`config.mk`:
```
export PLATFORM = sky130hd
export DESIGN_NAME = rand_seq_lut
export DESIGN_NICKNAME = d
export VERILOG_FILES = /design/src/rtl/random_seq_pkg.sv /design/src/rtl/rand_seq_lut.sv
export SDC_FILE = /design/constraint.sdc
export NUM_CORES = 1
export LEC_CHECK = 0
export BUFFER_PORTS_ARGS = -buffer_cell sky130_fd_sc_hd__buf_2
export CORE_AREA = 2 2 39 41
export DETAILED_ROUTE_END_ITERATION = 7
export DIE_AREA = 0 0 41 43
export PLACE_DENSITY = 0.6
export RECOVER_POWER = 50
export SYNTH_ARGS = -nofsm -noshare
export SYNTH_HDL_FRONTEND = slang
export SYNTH_SLANG_ARGS = --single-unit
```
`constraint.sdc`:
```
create_clock -name vclk -period 8.6
set_clock_uncertainty 0.2 [all_clocks]
set_input_delay 1.72 -clock vclk [all_inputs]
set_output_delay 1.72 -clock vclk [all_outputs]
set_load 0.05 [all_outputs]
```
`src/rtl/random_seq_pkg.sv`:
```
// Shared definitions for the 11-step pseudo-random count sequence
// 0-2-5-3-6-8-4-1-9-13-12: ordinal tables, successor and legality helpers.
package random_seq_pkg;

    localparam int unsigned SEQ_LEN  = 11;
    localparam logic [3:0]  IDX_NONE = 4'hF;

    typedef enum logic [1:0] {
        HUNT,
        SYNC,
        LOCKED
    } state_e;

    function automatic logic [3:0] code_to_idx(input logic [3:0] c);
        logic [3:0] i;
        case (c)
            4'd0:    i = 4'd0;
            4'd2:    i = 4'd1;
            4'd5:    i = 4'd2;
            4'd3:    i = 4'd3;
            4'd6:    i = 4'd4;
            4'd8:    i = 4'd5;
            4'd4:    i = 4'd6;
            4'd1:    i = 4'd7;
            4'd9:    i = 4'd8;
            4'd13:   i = 4'd9;
            4'd12:   i = 4'd10;
            default: i = IDX_NONE;
        endcase
        return i;
    endfunction

    function automatic logic [3:0] idx_to_code(input logic [3:0] i);
        logic [3:0] c;
        case (i)
            4'd0:    c = 4'd0;
            4'd1:    c = 4'd2;
            4'd2:    c = 4'd5;
            4'd3:    c = 4'd3;
            4'd4:    c = 4'd6;
            4'd5:    c = 4'd8;
            4'd6:    c = 4'd4;
            4'd7:    c = 4'd1;
            4'd8:    c = 4'd9;
            4'd9:    c = 4'd13;
            4'd10:   c = 4'd12;
            default: c = 4'd0;
        endcase
        return c;
    endfunction

    function automatic logic legal(input logic [3:0] c);
        return code_to_idx(c) != IDX_NONE;
    endfunction

    // Illegal codes have no successor; 0 is returned as a harmless default.
    function automatic logic [3:0] succ(input logic [3:0] c);
        logic [3:0] i;
        i = code_to_idx(c);
        if (i == IDX_NONE) begin
            return 4'd0;
        end
        return idx_to_code((i == 4'(SEQ_LEN - 1)) ? 4'd0 : i + 4'd1);
    endfunction

endpackage

```
`src/rtl/rand_seq_lut.sv`:
```
// Combinational decode of one sequence code: ordinal, legality and successor.
// Shared with the generator side of the link.
module rand_seq_lut (
    input  logic [3:0] code,
    output logic [3:0] idx,
    output logic       is_legal,
    output logic [3:0] next_code
);
    import random_seq_pkg::*;

    always_comb begin
        idx       = code_to_idx(code);
        is_legal  = legal(code);
        next_code = succ(code);
    end

endmodule

```
==> results.md, run 1 <==
- GR Overflow Total: 0
- Peak supply drop: around 0.000032 V
- Final min period: 6.42 ns
- Gr busiest metal: met2
- Internal: 0.0000176 W
- Via count: ~600
- Area growth syn-to-layout: 8.00%
- Fin cells: ~100
- Vias in the first global route: ~560
- Die Area: between 0.0015 and 0.002 mm2
- Total GRT Usage: approximately 17%
- Cells after Synth: 79
- Max Cap Viol: 0
- Setup crit start kind: input port
- Combinational Power Share: 100.0%
- Critical path class: input port to output pin
- Hold Path Class: input port to output pin
- Post-DP HPWL: 916 um
- WP data required: ~6.7 ns
- Tcrit/Tclk final: between 70% and 80%
- Final Hold Vio Count: 0
- Actual slew at the worst max-slew pin: roughly 0.88 ns
- Core Area: 0.00138 mm2
- Worst Path Max Fanout: 22
- Detail Route Antenna Nets: 0
- Top cells by area, synth: nand2b_1, ha_1, a21oi_1
- DRT Wirelength: 1.33 mm
- Initial antenna violation count: 0
- Share of cells above drive strength 1: between 10% and 20%
- Largest net degree at the start of global routing: 23
- Worst path arrival time: between 4 and 5 ns
- Worst hold endpoint: next_code[2]
- Final setup violation count: 0
- Most frequent cells in the layout: nand2b_1, buf_2, a21oi_1
- Cell taking the most area after synthesis: nand2b_1
- Unrepaired setup endpoints after global routing: false
- Met1 Use GR: between 20% and 30%
- Max Slew Vio Count: 0
- Crit path capture type: output pin
- FP Rows: 14
- Sw Pwr: ~0.000038 W
- Clock Power Share: 0%
- Hold Path Stages: 4
- Inst Count DP: a little over 100
- Global-route wire length before repair: 2.24 mm
- Synth Net Count: 87
- PD cells: 96.7 mW/mm2
- Syn Area/Cell: approximately 6.7 um2
- Total power: around 0.000056 W
- Final RePlAce weighted congestion: 0.816
- DR DRC count: 0
- P_leak: between 0.2 and 0.25 nW
- Register area share after synthesis: 0%
- Iteration-0 DRC Markers: 8
- Met3 usage: 0%
- Setup ws final: around 2.2 ns
- CTS Hold Bufs: 0
- Diode count: 0
- Initial DRT Pass Iterations: 4
- Final setup TNS: 0 ns
- Met2 usage: around 28%
- Synth top area share: 10.6%
- Port buffer count: 13
- Number of vias per cell: approximately 6.0
- Num ports: 13
- Synth cell types: 37
- Seq cells: 0
- Number of fill cells: about 150
- Fmax: ~0.16 GHz
- Area of the multi-input gates: about 480 um2
- Seq pwr share: 0%
- Post-Place Setup Slack: about 2.6 ns
- Final-layout clock buffer total: 0
- Register area: 0 um2
- Status: complete, no violations
- Hold Path Origin: code[1]
- Initial Utilization: between 30% and 40%
- Chip height: 43 um
- Rel. slew slack: approximately two fifths
- Ys Warns: 0
- Die Wd: between 40 and 50 um
- Nets@finish: 95
- Hold Slack: a little under 4 ns
- Avg WL per Cell: approximately 13 um
- Setup Fix Bufs, Post-CTS: 0
- Post-cts resize count: 0
- Sw Ratio: 68.2%
- Synthesized cell area: 532 um2
==> synth_stat cells, drive strengths merged (2+ instances only) <==
cell / count
mux2: 2
a211oi: 2
nand2b: 9
inv: 4
o21ai: 4
ha: 4
nor4b: 2
o22ai: 4
nand2: 5
o21a: 2
nor3: 2
nor2b: 2
a21oi: 6
nor2: 5
buf: 5
clkbuf: 2
and2b: 2
==> per-stage QoR <==
| step | utilization (%) | area (um2) |
|---|---|---|
| 3_5_place_dp | 41.9 | 579 |
| 2_1_floorplan | - | 532 |
| 4_1_cts | 41.9 | 579 |
| 6_report | 41.5 | 574 |
| 5_1_grt | 41.5 | 574 |
| 3_3_place_gp | 41.9 | 579 |
==> critical path, stage by stage <==
cell	delay, ns
clkbuf_1	0.64
nand2b_1	0.28
o21ai_0	0.11
nor2_1	0.15
o22a_1	0.21
ha_1	0.45
nor2b_1	0.22
o21ai_0	0.09
o211a_1	0.16
mux2_2	0.25
buf_2	0.21
==> routing by layer <==
| layer | up-vias | wire [um] |
|---|---|---|
| met1 | 281 | 660 |
| li1 | 310 | - |
| met5 | - | 0 |
| met2 | 10 | 643 |
| met3 | 2 | 24 |
| met4 | 0 | 4 |
==> cells by family (layout without fill, tap and decap cells) <==
family          count (synthesis)  count (layout)  synth area share, %
fa+ha+maj                       4               4                 9.41
simple gates                   30              30                 32.9
compound gates                 31              31                 41.6
mux                             3               3                 6.12
buf+inv                        11              17                 9.88
==> worst max-delay path by stage <==
stage / from / to / slack (ns) / depth (start not counted)
global route: code[3] / next_code[0] / 1.88 / 11
detailed placement: code[3] / next_code[0] / 2.60 / 11
CTS: code[3] / next_code[0] / 2.60 / 11
global placement: code[3] / next_code[0] / 2.65 / 11
floorplan: code[3] / next_code[2] / 1.91 / 11
finish: code[3] / next_code[0] / 2.18 / 11
==> power by group through the flow <==
stage / Clock, W / Sequential [W] / Combinational [W]
2_1_floorplan: 0 / 0 / 0.0000461
3_3_place_gp: 0 / 0 / 0.0000556
3_5_place_dp: 0 / 0 / 0.0000557
4_1_cts: 0 / 0 / 0.0000558
5_1_grt: 0 / 0 / 0.0000600
6_report: 0 / 0 / 0.0000555
==> final cells by class <==
cell class                      count  share of cell area, %
Multi-Input combinational cell     68                   83.4
Timing Repair Buffer               13                   10.5
Tap cell                           16                   3.49
Inverter                            4                   2.61
(Power assumes the default switching activity.)
==> inputs of run 2 (changes only) <==
--- a/config.mk
+++ b/config.mk
@@ -5,11 +5,12 @@
 export SDC_FILE = /design/constraint.sdc
 export NUM_CORES = 1
 export LEC_CHECK = 0
+export ABC_AREA = 1
 export BUFFER_PORTS_ARGS = -buffer_cell sky130_fd_sc_hd__buf_2
 export CORE_AREA = 2 2 39 41
 export DETAILED_ROUTE_END_ITERATION = 7
 export DIE_AREA = 0 0 41 43
-export PLACE_DENSITY = 0.6
+export PLACE_DENSITY = 0.5
 export RECOVER_POWER = 50
 export SYNTH_ARGS = -nofsm -noshare
 export SYNTH_HDL_FRONTEND = slang
==> constraint.sdc (replaced) <==
create_clock -name vclk -period 5.9
set_clock_uncertainty 0.2 [all_clocks]
set_input_delay 1.18 -clock vclk [all_inputs]
set_output_delay 1.18 -clock vclk [all_outputs]
set_load 0.05 [all_outputs]
==> run 2 against run 1 <==
Die area unchanged; power increased by 44%; routed wire length decreased by 36%; combinational power increased by 44%; via count decreased by 24%; clock-buffer cell count unchanged; first-iteration DRC count unchanged; sequential share of layout area unchanged; area after synthesis decreased by 26%; synthesized cell count decreased by 6.3%; critical path depth unchanged; global-route usage decreased by 4.9 points; critical path type unchanged; critical endpoint unchanged; largest power group unchanged; highest routed layer is now met3.
==> results.md, run 2 <==
- Synthesized cell area: 394 um2 (-26%)
- Setup crit start kind: input port
- Nets@finish: 97 (+2.1%)
- Post-cts resize count: 0 (unchanged)
- Core Util, Final: 34.3% (-7.2 points)
- Synth top area share: 21.0% (+10 points)
- DRT Wirelength: 857 um (-36%)
- Tcrit/Tclk final: around three quarters
- Worst Path Max Fanout: 7 (-68%)
- Final RePlAce weighted congestion: 0.767 (-6.0%)
- Die Wd: 41 um (unchanged)
- Most common cell after layout, fill and taps aside: nand2_1
- Initial Utilization: 28.5% (-9.9 points)
- Final setup violation count: 0 (unchanged)
- Crit path capture type: output pin
- Count leader, synth: nand2_1
- Post-DP HPWL: 738 um (-19%)
- Largest net degree at the start of global routing: 8 (-65%)
- Hold Path Class: input port to output pin
- Global-route wire length before repair: 1.61 mm (-28%)
- Synth Net Count: 82 (-5.7%)
- Total GRT Usage: 12.0% (-4.9 points)
- Via count: 456 (-24%)
- Num ports: 13 (unchanged)
- Worst path arrival time: 2.93 ns (-1.57 ns)
- Peak supply drop: 0.0000788 V (+150%)
- Initial antenna violation count: 0 (unchanged)
- Diode count: 0 (unchanged)
- Final Hold Vio Count: 0 (unchanged)
- Port buffer count: 13 (unchanged)
- Cells after Synth: 74 (-6.3%)
- P_leak: 0.304 nW (+27%)
- Max Cap Viol: 0 (unchanged)
- CP endpoint: next_code[0]
- Vias in the first global route: 390 (-30%)
- PD cells: 169 mW/mm2 (+75%)
- Avg WL per Cell: 8.32 um (-37%)
- Unrepaired setup endpoints after global routing: false
- Top cells by area, synth: nand2_1, ha_1, inv_1
- Initial DRT Pass Iterations: 5 (+1)
- Synth cell types: 17 (-54%)
- Most frequent cells in the layout: nand2_1, inv_1, buf_2
- Max Slew Vio Count: 0 (unchanged)
- Area growth syn-to-layout: 20.3%
- Final setup TNS: 0 ns (unchanged)
- Cell taking the most area after synthesis: nand2_1
- Register area: 0 um2 (unchanged)
- Chip height: 43 um (unchanged)
- Number of vias per cell: 4.43 (-26%)
- Detail Route Antenna Nets: 0 (unchanged)
- Rel. slew slack: 60.7% (+19 points)
- WP data required: 4.52 ns (-2.16 ns)
- Share of cells above drive strength 1: 26.4% (+11 points)
- DR DRC count: 0 (unchanged)
- Seq cells: 0 (unchanged)
- Die Area: 0.00176 mm2 (unchanged)
- Commonest cells in the netlist: nand2_1, inv_1, nand3_1, nor2_1, nand2_2
- Core Area: 0.00138 mm2 (unchanged)
- Final min period: 4.31 ns
- GR Overflow Total: 0 (unchanged)
- Status: complete, no violations
- FP Rows: 14 (unchanged)
- Syn Area/Cell: 5.33 um2 (-21%)
- Critical path class: input port to output pin
- Setup ws final: 1.59 ns (-0.591 ns)
- Crit path launch: code[0]
- Register area share after synthesis: 0% (unchanged)
- Final-layout clock buffer total: 0 (unchanged)
- Post-Place Setup Slack: 1.62 ns (-0.984 ns)
- Iteration-0 DRC Markers: 8 (unchanged)
- Ys Warns: 0 (unchanged)
- Actual slew at the worst max-slew pin: 0.593 ns (-0.287 ns)
- CTS Hold Bufs: 0 (unchanged)
- Fmax: between 0.2 and 0.25 GHz
- Setup Fix Bufs, Post-CTS: 0 (unchanged)
## run 2: changes by cell type after synthesis, moves of 3 or more
cell,change
o22ai_1,-3
nand2_2,+5
nand2b_1,-9
nand3_1,+7
inv_1,+9
nand2_1,+17
buf_2,-3
a21oi_1,-5
## run 2: through the flow
step                      instances   power, W  hold slack, ns  instance area, um2
after detailed placement        103  0.0000810            2.77                 479
after CTS                       103  0.0000811            2.78                 479
after global placement          103  0.0000816            2.76                 479
after floorplan                  74  0.0000652            2.51                 394
after global routing            103  0.0000884            2.92                 474
final                           103  0.0000801            2.86                 474
## run 2: layout make-up
cell class / instances / area, um2
inverters: 15 / 56.3
well taps: 16 / 20.0
repair buffers: 13 / 60.1
fillers: 175 / 910
multi-input cells: 59 / 338
## run 2: worst min path at each step
stage / from / endpoint / slack [ns] / depth (start not counted)
3_5_place_dp: code[3] / idx[1] / 2.77 / 3
6_report: code[0] / next_code[2] / 2.86 / 6
3_3_place_gp: code[3] / idx[1] / 2.76 / 3
4_1_cts: code[3] / idx[0] / 2.78 / 5
5_1_grt: code[3] / idx[1] / 2.92 / 3
2_1_floorplan: code[3] / idx[0] / 2.51 / 3
## run 2: cells by family (layout without fill, tap and decap cells)
| kind of cell | after synthesis | after routing | share of synthesized area, % |
|---|---|---|---|
| buffers and inverters | 15 | 28 | 14.3 |
| AND/OR/NAND/NOR | 48 | 48 | 62.9 |
| AO/OA/AOI/OAI | 7 | 7 | 10.2 |
| adder cells (fa/ha/maj) | 4 | 4 | 12.7 |
## run 2: power breakdown
group          switching (W)  internal, W  total [W]  leakage (nW)
sequential                 0            0          0             0
combinational      0.0000598    0.0000203  0.0000801         0.304
clock                      0            0          0             0
## run 2: routing by layer
layer / global-route usage (%) / vias to the layer above / part of all wire [%]
met2: 18.1 / 7 / 48
met4: 1.33 / 0 / 0
met1: 18.7 / 195 / 48
met5: 0 / - / 0
li1: - / 254 / -
met3: 0.524 / 0 / 3.9
## run 2: critical path: stages
cell,delay (ns)
buf_2,0.14
inv_1,0.08
o211ai_1,0.38
inv_1,0.12
ha_1,0.35
inv_1,0.06
nand2_1,0.08
nand2_1,0.08
nand2_1,0.06
nor3_2,0.13
buf_2,0.27
==> inputs of run 3 (changes only) <==
--- a/config.mk
+++ b/config.mk
@@ -10,7 +10,7 @@
 export CORE_AREA = 2 2 39 41
 export DETAILED_ROUTE_END_ITERATION = 7
 export DIE_AREA = 0 0 41 43
-export PLACE_DENSITY = 0.5
+export PLACE_DENSITY = 0.49
 export RECOVER_POWER = 50
 export SYNTH_ARGS = -nofsm -noshare
 export SYNTH_HDL_FRONTEND = slang
==> constraint.sdc (replaced) <==
create_clock -name vclk -period 4
set_clock_uncertainty 0.2 [all_clocks]
set_input_delay 0.8 -clock vclk [all_inputs]
set_output_delay 0.8 -clock vclk [all_outputs]
set_load 0.05 [all_outputs]
==> run 3 against run 2 <==
Final cell count unchanged; core utilization up 2.1 points; hold slack worse by 0.77 ns; critical path depth decreased by 1; design area grew 6.1%; via count increased by 1.3%; global-route usage is 0.19 points lower; combinational power increased by 57%; die area unchanged; clock-buffer cell count is the same; power rose by 58%; flip-flop and latch count unchanged; critical path type unchanged; largest cell class unchanged.
==> results.md, run 3 (same netlist as run 2, synthesis figures left out) <==
- CP cell instances: buf_2, inv_2, o211ai_1, ha_1, nand2_4, nand2_2, o21a_1, nand3_1, o21ai_2, buf_2
- Slowest-stage cell, CP: o211ai_1
- WP data required: 3.00 ns (-1.52 ns)
- Num ports: 13 (unchanged)
- Fin cells: 103 (unchanged)
- Iteration-0 DRC Markers: 2 (-6)
- Final RePlAce weighted congestion: 0.739 (-3.6%)
- Sw Ratio: 73.1% (-1.6 points)
- Core Area: 0.00138 mm2 (unchanged)
- Post-DP HPWL: 751 um (+1.8%)
- Clock Power Share: 0% (unchanged)
- Peak supply drop: 0.000115 V (+46%)
- Max Cap Viol: 0 (unchanged)
- Setup crit start kind: input port
- Most frequent cells in the layout: nand2_1, inv_1, buf_2
- Area growth syn-to-layout: 27.6%
- Design area: 503 um2 (+6.1%)
- Critical path class: input port to output pin
- P_leak: 0.304 nW (about the same)
- Nets@finish: 97 (unchanged)
- DR DRC count: 0 (unchanged)
- Actual slew at the worst max-slew pin: 0.595 ns (+0.00258 ns)
- Crit path capture type: output pin
- Fmax: approximately 0.29 GHz
- Largest net degree at the start of global routing: 8 (unchanged)
- Unrepaired setup endpoints after global routing: false
- Die Area: 0.00176 mm2 (unchanged)
- Chip height: 43 um (unchanged)
- Final min period: 3.49 ns
- FP Rows: 14 (unchanged)
- Most common cell after layout, fill and taps aside: nand2_1
- Tcrit/Tclk final: 87.3%
- Max Slew Vio Count: 0 (unchanged)
- Rel. slew slack: 60.5% (-0.17 points)
- Setup Fix Bufs, Post-CTS: 0 (unchanged)
- CP delay by family, top: compound AO/OA/AOI/OAI gates
- Post-cts resize count: 0 (unchanged)
- Avg WL per Cell: 8.34 um (+0.23%)
- Die Wd: 41 um (unchanged)
- Via count: 462 (+1.3%)
- Port buffer count: 13 (unchanged)
- GR Overflow Total: 0 (unchanged)
- Final-layout clock buffer total: 0 (unchanged)
- Sw Pwr: 0.0000924 W (+54%)
- Number of vias per cell: 4.49 (+1.3%)
- Worst path arrival time: 2.49 ns (-0.44 ns)
- Cell mode on critical path: buf_2
- Hold Slack: 2.09 ns (-0.767 ns)
- Seq cells: 0 (unchanged)
- Global-route wire length before repair: 1.57 mm (-2.5%)
- Worst Path Max Fanout: 7 (unchanged)
- Status: complete, no violations
- Initial antenna violation count: 0 (unchanged)
- Final setup TNS: 0 ns (unchanged)
- Final setup violation count: 0 (unchanged)
- DRT Wirelength: 859 um (+0.23%)
- Placed Area: 508 um2 (+6.0%)
- PD cells: 251 mW/mm2 (+49%)
- Initial Utilization: 28.5% (unchanged)
- Combinational Power Share: 100.0% (about the same)
- Initial DRT Pass Iterations: 2 (-3)
- Detail Route Antenna Nets: 0 (unchanged)
- Crit-path max cell delay: 0.40 ns (+0.02 ns)
- Seq pwr share: 0% (unchanged)
- Hold Path Class: input port to output pin
- Share of cells above drive strength 1: 33.3% (+6.9 points)
- Final Hold Vio Count: 0 (unchanged)
- Internal: 0.0000341 W (+68%)
- Buf/Inv on CP: 3 (-2)
- Vias in the first global route: 402 (+3.1%)
- CTS Hold Bufs: 0 (unchanged)
- Inst Count DP: 103 (unchanged)
- Total GRT Usage: 11.8% (-0.19 points)
- Diode count: 0 (unchanged)
- Register area: 0 um2 (unchanged)
## run 3: cell counts in the layout (fill, tap and decap cells not counted)
No cell type changed its count.
## run 3: layer usage
metal	routed length (um)	part of all wire (%)	track usage, %	vias to the layer above
met5	0	0	0	-
met4	0	0	0	0
met2	406	47	20.9	5
li1	-	-	-	258
met1	426	50	16.2	199
met3	26	3.0	0	0
## run 3: layout make-up
| type | count | area, um2 |
|---|---|---|
| Inverter | 15 | 56.3 |
| Timing Repair Buffer | 13 | 60.1 |
| Multi-Input combinational cell | 59 | 367 |
| Tap cell | 16 | 20.0 |
| Fill cell | 162 | 881 |
## run 3: worst paths after layout
| kind | startpoint | end | slack, ns | cells after the start |
|---|---|---|---|---|
| max | code[0] | next_code[3] | 0.51 | 10 |
| min | code[3] | idx[1] | 2.09 | 3 |
## run 3: worst min-delay path: cells and delay by family
family	cells	cell delay, ns
buf+inv	2	0.49
compound gates	1	0.20
## run 3: power groups by stage
stage | Clock [W] | Sequential (W) | Combinational [W]
final | 0 | 0 | 0.000126
after global routing | 0 | 0 | 0.000139
after CTS | 0 | 0 | 0.000129
after detailed placement | 0 | 0 | 0.000129
after global placement | 0 | 0 | 0.000129
after floorplan | 0 | 0 | 0.000105
## run 3: through the flow
stage,setup slack [ns],total power [W],util (%)
2_1_floorplan,0.00193,0.000105,-
3_5_place_dp,0.501,0.000129,36.7
6_report,0.507,0.000126,36.3
5_1_grt,0.333,0.000139,36.3
4_1_cts,0.496,0.000129,36.7
3_3_place_gp,0.469,0.000129,36.7
